### src/rtl/mem_responder_if.sv
// Memory bus between one initiator and the responder.
// Four-phase req/ready handshake; rdata valid while ready.
interface mem_responder_if #(
  parameter int ADDR_WIDTH = 8,
  parameter int DATA_WIDTH = 8
);
  logic                  req;
  logic                  we;
  logic [ADDR_WIDTH-1:0] addr;
  logic [DATA_WIDTH-1:0] wdata;
  logic                  ready;
  logic [DATA_WIDTH-1:0] rdata;

  modport master (
    output req, we, addr, wdata,
    input  ready, rdata
  );

  modport slave (
    input  req, we, addr, wdata,
    output ready, rdata
  );
endinterface

### src/rtl/mem_responder.sv
// Byte-store responder with one memory-mapped output register.
// Fixed wait states per access, registered outputs.
module mem_responder #(
  parameter int                  ADDR_WIDTH  = 8,
  parameter int                  DATA_WIDTH  = 8,
  parameter int                  WAIT_CYCLES = 2,
  parameter logic [ADDR_WIDTH-1:0] IO_ADDR   = '1,
  parameter string               INIT_FILE   = ""
) (
  input  logic                  clk,
  input  logic                  reset,
  mem_responder_if.slave        bus,
  output logic [DATA_WIDTH-1:0] out_data,
  output logic                  out_valid,
  output logic [7:0]            access_count
);

  localparam int DEPTH = 2 ** ADDR_WIDTH;
  localparam logic [3:0] WAIT_CNT = 4'(WAIT_CYCLES);

  typedef enum logic [1:0] {
    S_IDLE,
    S_WAIT,
    S_ACCESS,
    S_RESP
  } state_t;

  state_t                state;
  logic [3:0]            cnt;
  logic                  we_q;
  logic [ADDR_WIDTH-1:0] addr_q;
  logic [DATA_WIDTH-1:0] wdata_q;
  logic                  ready;
  logic [DATA_WIDTH-1:0] rdata;
  logic                  is_io;

  logic [DATA_WIDTH-1:0] mem [DEPTH];

  assign is_io     = (addr_q == IO_ADDR);
  assign bus.ready = ready;
  assign bus.rdata = rdata;

  // Array write port: only a committed, non-IO write lands here.
  always_ff @(posedge clk) begin
    if (state == S_ACCESS && we_q && !is_io)
      mem[addr_q] <= wdata_q;
  end

  // Handshake FSM. WAIT spends one decode cycle plus
  // WAIT_CYCLES cycles, so ready rises WAIT_CYCLES+2 edges
  // after the accepting edge.
  always_ff @(posedge clk or negedge reset) begin
    if (!reset) begin
      state        <= S_IDLE;
      cnt          <= '0;
      we_q         <= 1'b0;
      addr_q       <= '0;
      wdata_q      <= '0;
      ready        <= 1'b0;
      rdata        <= '0;
      out_data     <= '0;
      out_valid    <= 1'b0;
      access_count <= '0;
    end else begin
      out_valid <= 1'b0;
      unique case (state)
        S_IDLE: begin
          if (bus.req) begin
            we_q    <= bus.we;
            addr_q  <= bus.addr;
            wdata_q <= bus.wdata;
            cnt     <= WAIT_CNT;
            state   <= S_WAIT;
          end
        end
        S_WAIT: begin
          if (cnt == 4'd0) state <= S_ACCESS;
          else             cnt   <= cnt - 4'd1;
        end
        S_ACCESS: begin
          if (we_q) begin
            if (is_io) begin
              out_data  <= wdata_q;
              out_valid <= 1'b1;
            end
          end else begin
            rdata <= is_io ? out_data : mem[addr_q];
          end
          access_count <= access_count + 8'd1;
          ready        <= 1'b1;
          state        <= S_RESP;
        end
        S_RESP: begin
          if (!bus.req) begin
            ready <= 1'b0;
            state <= S_IDLE;
          end
        end
        default: state <= S_IDLE;
      endcase
    end
  end

endmodule
### src/flat_wrapper.sv
// flat-port wrapper written by rule: the top's interface ports become plain ports
module mem_responder_flat 
#(
  parameter int                  ADDR_WIDTH  = 8,
  parameter int                  DATA_WIDTH  = 8,
  parameter int                  WAIT_CYCLES = 2,
  parameter logic [ADDR_WIDTH-1:0] IO_ADDR   = '1,
  parameter string               INIT_FILE   = ""
)
  (clk, reset, out_data, out_valid, access_count, bus_req, bus_we, bus_addr, bus_wdata, bus_ready, bus_rdata);
  mem_responder_if #(.ADDR_WIDTH(ADDR_WIDTH), .DATA_WIDTH(DATA_WIDTH)) bus_i ();
  input  logic clk;
  input  logic reset;
  output logic [DATA_WIDTH-1:0] out_data;
  output logic out_valid;
  output logic [7:0] access_count;
  input wire logic [$bits(bus_i.req)-1:0] bus_req;
  input wire logic [$bits(bus_i.we)-1:0] bus_we;
  input wire logic [$bits(bus_i.addr)-1:0] bus_addr;
  input wire logic [$bits(bus_i.wdata)-1:0] bus_wdata;
  output wire logic [$bits(bus_i.ready)-1:0] bus_ready;
  output wire logic [$bits(bus_i.rdata)-1:0] bus_rdata;
  assign bus_i.req = bus_req;
  assign bus_i.we = bus_we;
  assign bus_i.addr = bus_addr;
  assign bus_i.wdata = bus_wdata;
  assign bus_ready = bus_i.ready;
  assign bus_rdata = bus_i.rdata;
  mem_responder #(.ADDR_WIDTH(ADDR_WIDTH), .DATA_WIDTH(DATA_WIDTH), .WAIT_CYCLES(WAIT_CYCLES), .IO_ADDR(IO_ADDR), .INIT_FILE(INIT_FILE)) u_core (.clk(clk), .reset(reset), .bus(bus_i), .out_data(out_data), .out_valid(out_valid), .access_count(access_count));
endmodule
### config.mk
export PLATFORM = sky130hd
export DESIGN_NAME = mem_responder_flat
export DESIGN_NICKNAME = d
export VERILOG_FILES = /design/src/rtl/mem_responder_if.sv /design/src/rtl/mem_responder.sv /design/src/flat_wrapper.sv
export SDC_FILE = /design/constraint.sdc
export NUM_CORES = 2
export LEC_CHECK = 0
export ABC_CLOCK_PERIOD_IN_PS = 4340
export CORE_MARGIN = 10
export CORE_UTILIZATION = 55
export DETAILED_ROUTE_END_ITERATION = 8
export PLACE_DENSITY = 0.83
export SLEW_MARGIN = 5
export SYNTH_ARGS = -nofsm -noshare
export SYNTH_HDL_FRONTEND = slang
export SYNTH_SLANG_ARGS = --single-unit
### constraint.sdc
create_clock -name clk -period 4.34 [get_ports clk]
set_input_delay 0.868 -clock clk [delete_from_list [all_inputs] [get_ports clk]]
set_output_delay 0.868 -clock clk [all_outputs]
set_load 0.02 [all_outputs]
### After elaboration in Yosys (flattened, before gate mapping)

Memory sizes are Yosys's and may differ from the RTL's.
Index checks and enable logic that the tools add are counted.

* bits in registers: 49
* memory bits (writable): 2048
* bits of input ports: 20
* output and inout port bits: 26
* word-level logic and storage cells: 50
* memories kept: 1

Memory list
* u_core.mem: depth 256, bits a word 8, read ports 1, clocked after memory_dff 0, write ports 1, line mem_responder.sv:37 `logic [DATA_WIDTH-1:0] mem [DEPTH];`

* add/sub/neg operators: 2
* equal/unequal tests: 8
* mux-type cells: 15
* bitwise gates (word level): 1
* reductions and logical operators: 13

Operators with widths (count)
* $reduce_and 3->1: 3
* $add 8x1->8 const B: 1
* $eq 8x8->1 const B: 1
* $mux 4: 2
* $mux 8: 1
* $pmux 2 s4: 1
* $pmux 4 s2: 1
* $mux 1: 6
* $mux 2: 3
* $ne 2x2->1 const B: 3
* $reduce_and 2->1: 3
* $eq 2x2->1 const B: 2
* $logic_not 4->1: 1
* $reduce_bool 2->1: 2
* $sub 4x1->4 const B: 1
* $eq 2x1->1 const B: 1
* $logic_and 1x1->1: 2
* $logic_not 2->1: 1
* $ne 2x1->1 const B: 1
* $pmux 1 s2: 1
* $logic_not 1->1: 1
* $not 1->1: 1

### Depth between registers and ports, before layout

* word-level depth: 5
* mapped depth: 13
* depth with buffers taken out: 8

### Worst setup path after synthesis

No wires, ideal clock.

* path kind: register -> register
* start: register u_core.wdata_q[0]
* end: memory u_core.mem[0][0] (data pin)
* library setup time: 0.805 ns
* arrival time: 3.190 ns
* data required time: 3.535 ns
* setup slack: 0.345 ns
* cell stages (with the launch flop): 1
* buffers on the path: 0
* period minus slack after synthesis: 3.995 ns
* cell sequence: dfrtp_1

RTL lines
* start: declaration: line mem_responder.sv:32 `logic [DATA_WIDTH-1:0] wdata_q;`
* start signal: assignment: line mem_responder.sv:71 `wdata_q <= bus.wdata;`
* end: declaration: line mem_responder.sv:37

Straight into the memory's write port.

### Final worst setup path

* start: register u_core.addr_q[0]
* end: register u_core.rdata[2], in the netlist u_core.bus.rdata[2]

* longest elaborated chain between the ends: 2
* elaborated cells between the ends (all ways): 3
* those cells by class: 1 x eq/ne; 1 x mux; 1 x memory

RTL lines
* start: declaration: line mem_responder.sv:31 `logic [ADDR_WIDTH-1:0] addr_q;`
* start signal: assignment: line mem_responder.sv:70 `addr_q <= bus.addr;`
* $mem_v2 256x8 / $eq 8x8->1 (equally long branches)
* $mux 8 *: line mem_responder.sv:87 `rdata <= is_io ? out_data : mem[addr_q];`
* end signal: assignment: line mem_responder.sv:87
* end: declaration: line mem_responder.sv:34 `logic [DATA_WIDTH-1:0] rdata;`

Every way passes the cells marked *; elsewhere a longest branch is shown, timed or not.
A chain may end at the register's enable or synchronous reset.

==> out/results.ini <==
[worst_setup_path]
cp_slowest_cell = a211oi_1
rr_startpoint = u_core.addr_q[0]$_DFFE_PN0P_
r2r_setup_slack_ns = 0.04
crit_family = compound AO/OA/AOI/OAI gates
cp.required_ns = 5.03
crit_chain = buf_12, buf_12, buf_12, mux4_2, a22oi_1, a41oi_1, a31o_1, a211oi_1, a21oi_1
crit_buf_inv = 3
worst_ep_arrival_time_ns = 5.00
worstReg2RegEnd = u_core.bus.rdata[2]$_DFFE_PN0P_
cpMostUsedCell = buf_12
cpPeakStageDelay_ns = 0.86
startpoint = u_core.addr_q[0]$_DFFE_PN0P_
critPathLaunchType = register
cp-end-kind = register
worst-path-max-fanout = 24
r2r.worst_path.cells = 9
critical_path_class = register to register

[power_and_ir_drop]
peakVddDrop_mv = 0.515
power_density_nw_per_um2 = 693
total_leakage_power_nw = 29.7

[clock_network]
cts_sinks = 2096
cts.path.max_buffers = 3
cts-htree-levels = 4
cts_setup_buffers = 0
clkLatencyLatePin_ns = 0.85
cts_made_buffers = 191
clk_pin_slew_ns = 0.07
cts-root-buf = clkbuf_16
postCtsHoldBufs = 0
cts_resized = 0
tritoncts = done

[synthesis]
yosysTopAreaCell = edfxtp_1
yosys.area_share.simple_pct = 3.13
yosys.area.top_type_share_pct = 75.1
ys.flop_type = edfxtp_1
yosysWarnings = 0
syn_area_um2 = 81900
ys_ff_latch = 2096
synthAdderAreaFrac_pct = 0.107
yosys-top-cells-area = edfxtp_1, mux4_2, mux2i_1
synth_mux_area_share_pct = 14.9
synth_edf_count = 2047
synth-xor-area-share_pct = 0.0749
synthArstFlopShare_pct = 2.34
synth-compound-area-share_pct = 3.28
synth_area_per_cell_um2 = 20.5
synth.yosys.seq_area_share_pct = 76.6
yosysUniqueCellTypes = 80
synth_top_family_by_area = multiplexers
syn_inst = 3994

[floorplanning]
dieArea_um2 = 165000
start_util_pct = 55.4
num_rows = 141
die_height_um = 406
ios = 46
coreArea_um2 = 148000
die_w_um = 406

[sta]
setup_ws_ns = 0.0372
whs_ns = 0.0917
slew_headroom_pct = 16.7
tns_ns = 0
slew_viol_final = 0
finClkSkew_ns = 0.0489
rsz0062_at_grt = false
post-route-period-util_pct = 99.1
finalSetupViolations = 0
layout_min_cycle_time_ns = 4.30
max_clock_freq_mhz = 232
hold_viol_final = 0
tightest_slew_ns = 1.25

[grt]
grt_overflow = 0
grt_pass1_wl_um = 330000
grt_max_degree = 128
grt_pass1_vias = 45295
grt_usage_pct = 28.0
antenna_found_initial = 18

[run_status]
violations = design-rule violations
outcome = complete, but fails checks

[route]
vias = 46000
detail-route-antenna-nets = 0
detail_route.wl_per_cell_um = 35.9
detail_route.vias_per_cell = 7.11
dr.first_iter.drc_count = 8036
routed_wl_um = 233000
firstDrtPassIters = 9
drc = 3

[flow_run]
max_cap_viol_count = 0

[layout]
finalNetCount = 4397
area_growth_syn_to_layout_pct = 13.2
drive_above_1_share_pct = 25.0
final_cell_area_um2 = 92700
n_fill_cell = 9106
layout.cells.non_filler = 6473

[placed_design]
io_buffers = 45
place_ws_ns = 0.376
placedCellCount = 6106
hpwl_um = 141000
place.gp.congestion = 0.985
postPlaceCellArea_um2 = 86500

[min_path]
hp-class = input pin to async pin

[power by group]
group          internal (mW)  leakage [nW]  switching (mW)
clock                   9.23          2.97            7.44
combinational           7.08          7.72            13.4
sequential              25.5          19.0            1.66
total                   41.8          29.7            22.5
[cells in the final DEF (no fill, tap or decap), types with 17 or more instances in the layout]
| master | netlist | final |
|---|---|---|
| o22ai_1 | 64 | 64 |
| o211ai_1 | 17 | 17 |
| clkinv_1 | 1 | 40 |
| nor2_1 | 313 | 309 |
| mux4_2 | 432 | 432 |
| nand3_1 | 28 | 28 |
| a211oi_1 | 20 | 20 |
| a221oi_1 | 17 | 17 |
| diode_2 | 0 | 17 |
| buf_12 | 6 | 38 |
| mux2_2 | 41 | 41 |
| a21oi_1 | 48 | 48 |
| clkbuf_1 | 86 | 52 |
| clkbuf_16 | 0 | 193 |
| o21ai_0 | 45 | 45 |
| a22oi_1 | 69 | 69 |
| clkinv_2 | 0 | 25 |
| mux2i_1 | 174 | 174 |
| dfrtp_1 | 49 | 36 |
| a31oi_1 | 20 | 20 |
| nand2_1 | 159 | 159 |
| edfxtp_1 | 2047 | 2047 |
| buf_4 | 23 | 328 |
| clkdlybuf4s50_1 | 0 | 44 |
[layout make-up]
cell class | count | area, µm² | share of cell area, %
well taps | 1930 | 2410 | 2.60
clock inverters | 101 | 1070 | 1.16
diodes | 17 | 42.5 | 0.0459
clock buffers | 248 | 5070 | 5.46
multi-input cells | 1659 | 17700 | 19.0
flip-flops and latches | 2096 | 62700 | 67.7
repair buffers | 412 | 3670 | 3.96
inverters | 10 | 38.8 | 0.0418
[Yosys cell counts, types with 7 or more instances]
library cell  number
edfxtp_1        2047
mux4_2           432
nor2_1           313
mux2i_1          174
nand2_1          159
clkbuf_1          86
a22oi_1           69
o22ai_1           64
buf_2             60
dfrtp_1           49
a21oi_1           48
o21ai_0           45
buf_6             43
mux2_2            41
nand3_1           28
buf_4             23
nor2b_1           21
a211oi_1          20
a31oi_1           20
a221oi_1          17
o211ai_1          17
nand4_1           13
nor3_1            11
a311oi_1          10
mux4_1            10
o22a_1            10
buf_1              9
nor4_1             9
o221ai_1           9
a32oi_1            8
and2_1             8
inv_1              8
nand2b_1           8
a311o_1            7
ha_1               7
[worst max-delay path by stage]
stage	endpoint	slack, ns	depth (start not counted)
6_report	u_core.bus.rdata[2]$_DFFE_PN0P_	0.04	9
5_1_grt	u_core.bus.rdata[2]$_DFFE_PN0P_	0.06	9
4_1_cts	u_core.bus.rdata[4]$_DFFE_PN0P_	0.30	9
3_5_place_dp	u_core.bus.rdata[4]$_DFFE_PN0P_	0.38	9
3_3_place_gp	u_core.bus.rdata[6]$_DFFE_PN0P_	0.47	10
2_1_floorplan	u_core.mem[0][0]$_DFFE_PP_	0.34	0
[per-stage QoR]
step	total power [mW]	util [%]
6_report	64.3	62.7
5_1_grt	65.3	62.7
4_1_cts	63.4	62.7
3_5_place_dp	46.8	58.5
3_3_place_gp	46.2	58.5
2_1_floorplan	39.0	-
[sequential cells by signal, summed over array words and instances (netlist names)]
signal               count
u_core.out_valid         1
u_core.mem            2047
u_core.bus.rdata         8
u_core.out_data          8
u_core.wdata_q           8
u_core.we_q              1
u_core.cnt               4
u_core.access_count      8
u_core.bus.ready         1
u_core.addr_q            8
u_core.state             2
[layer usage]
metal	track usage (%)	routed length, µm	vias to the layer above
met2	41.4	104000	4657
met1	35.3	74500	23050
met4	16.9	16900	14
met3	10.8	37200	1012
li1	-	-	17267
met5	0.234	139	-
[logic make-up after synthesis]
group,count (synthesis)
compound gates,384
xor+xnor,7
fa+ha+maj,7
buf+inv,245
flops,2096
mux,657
other cells,1
simple gates,597
Power figures use the tool's default switching activity.
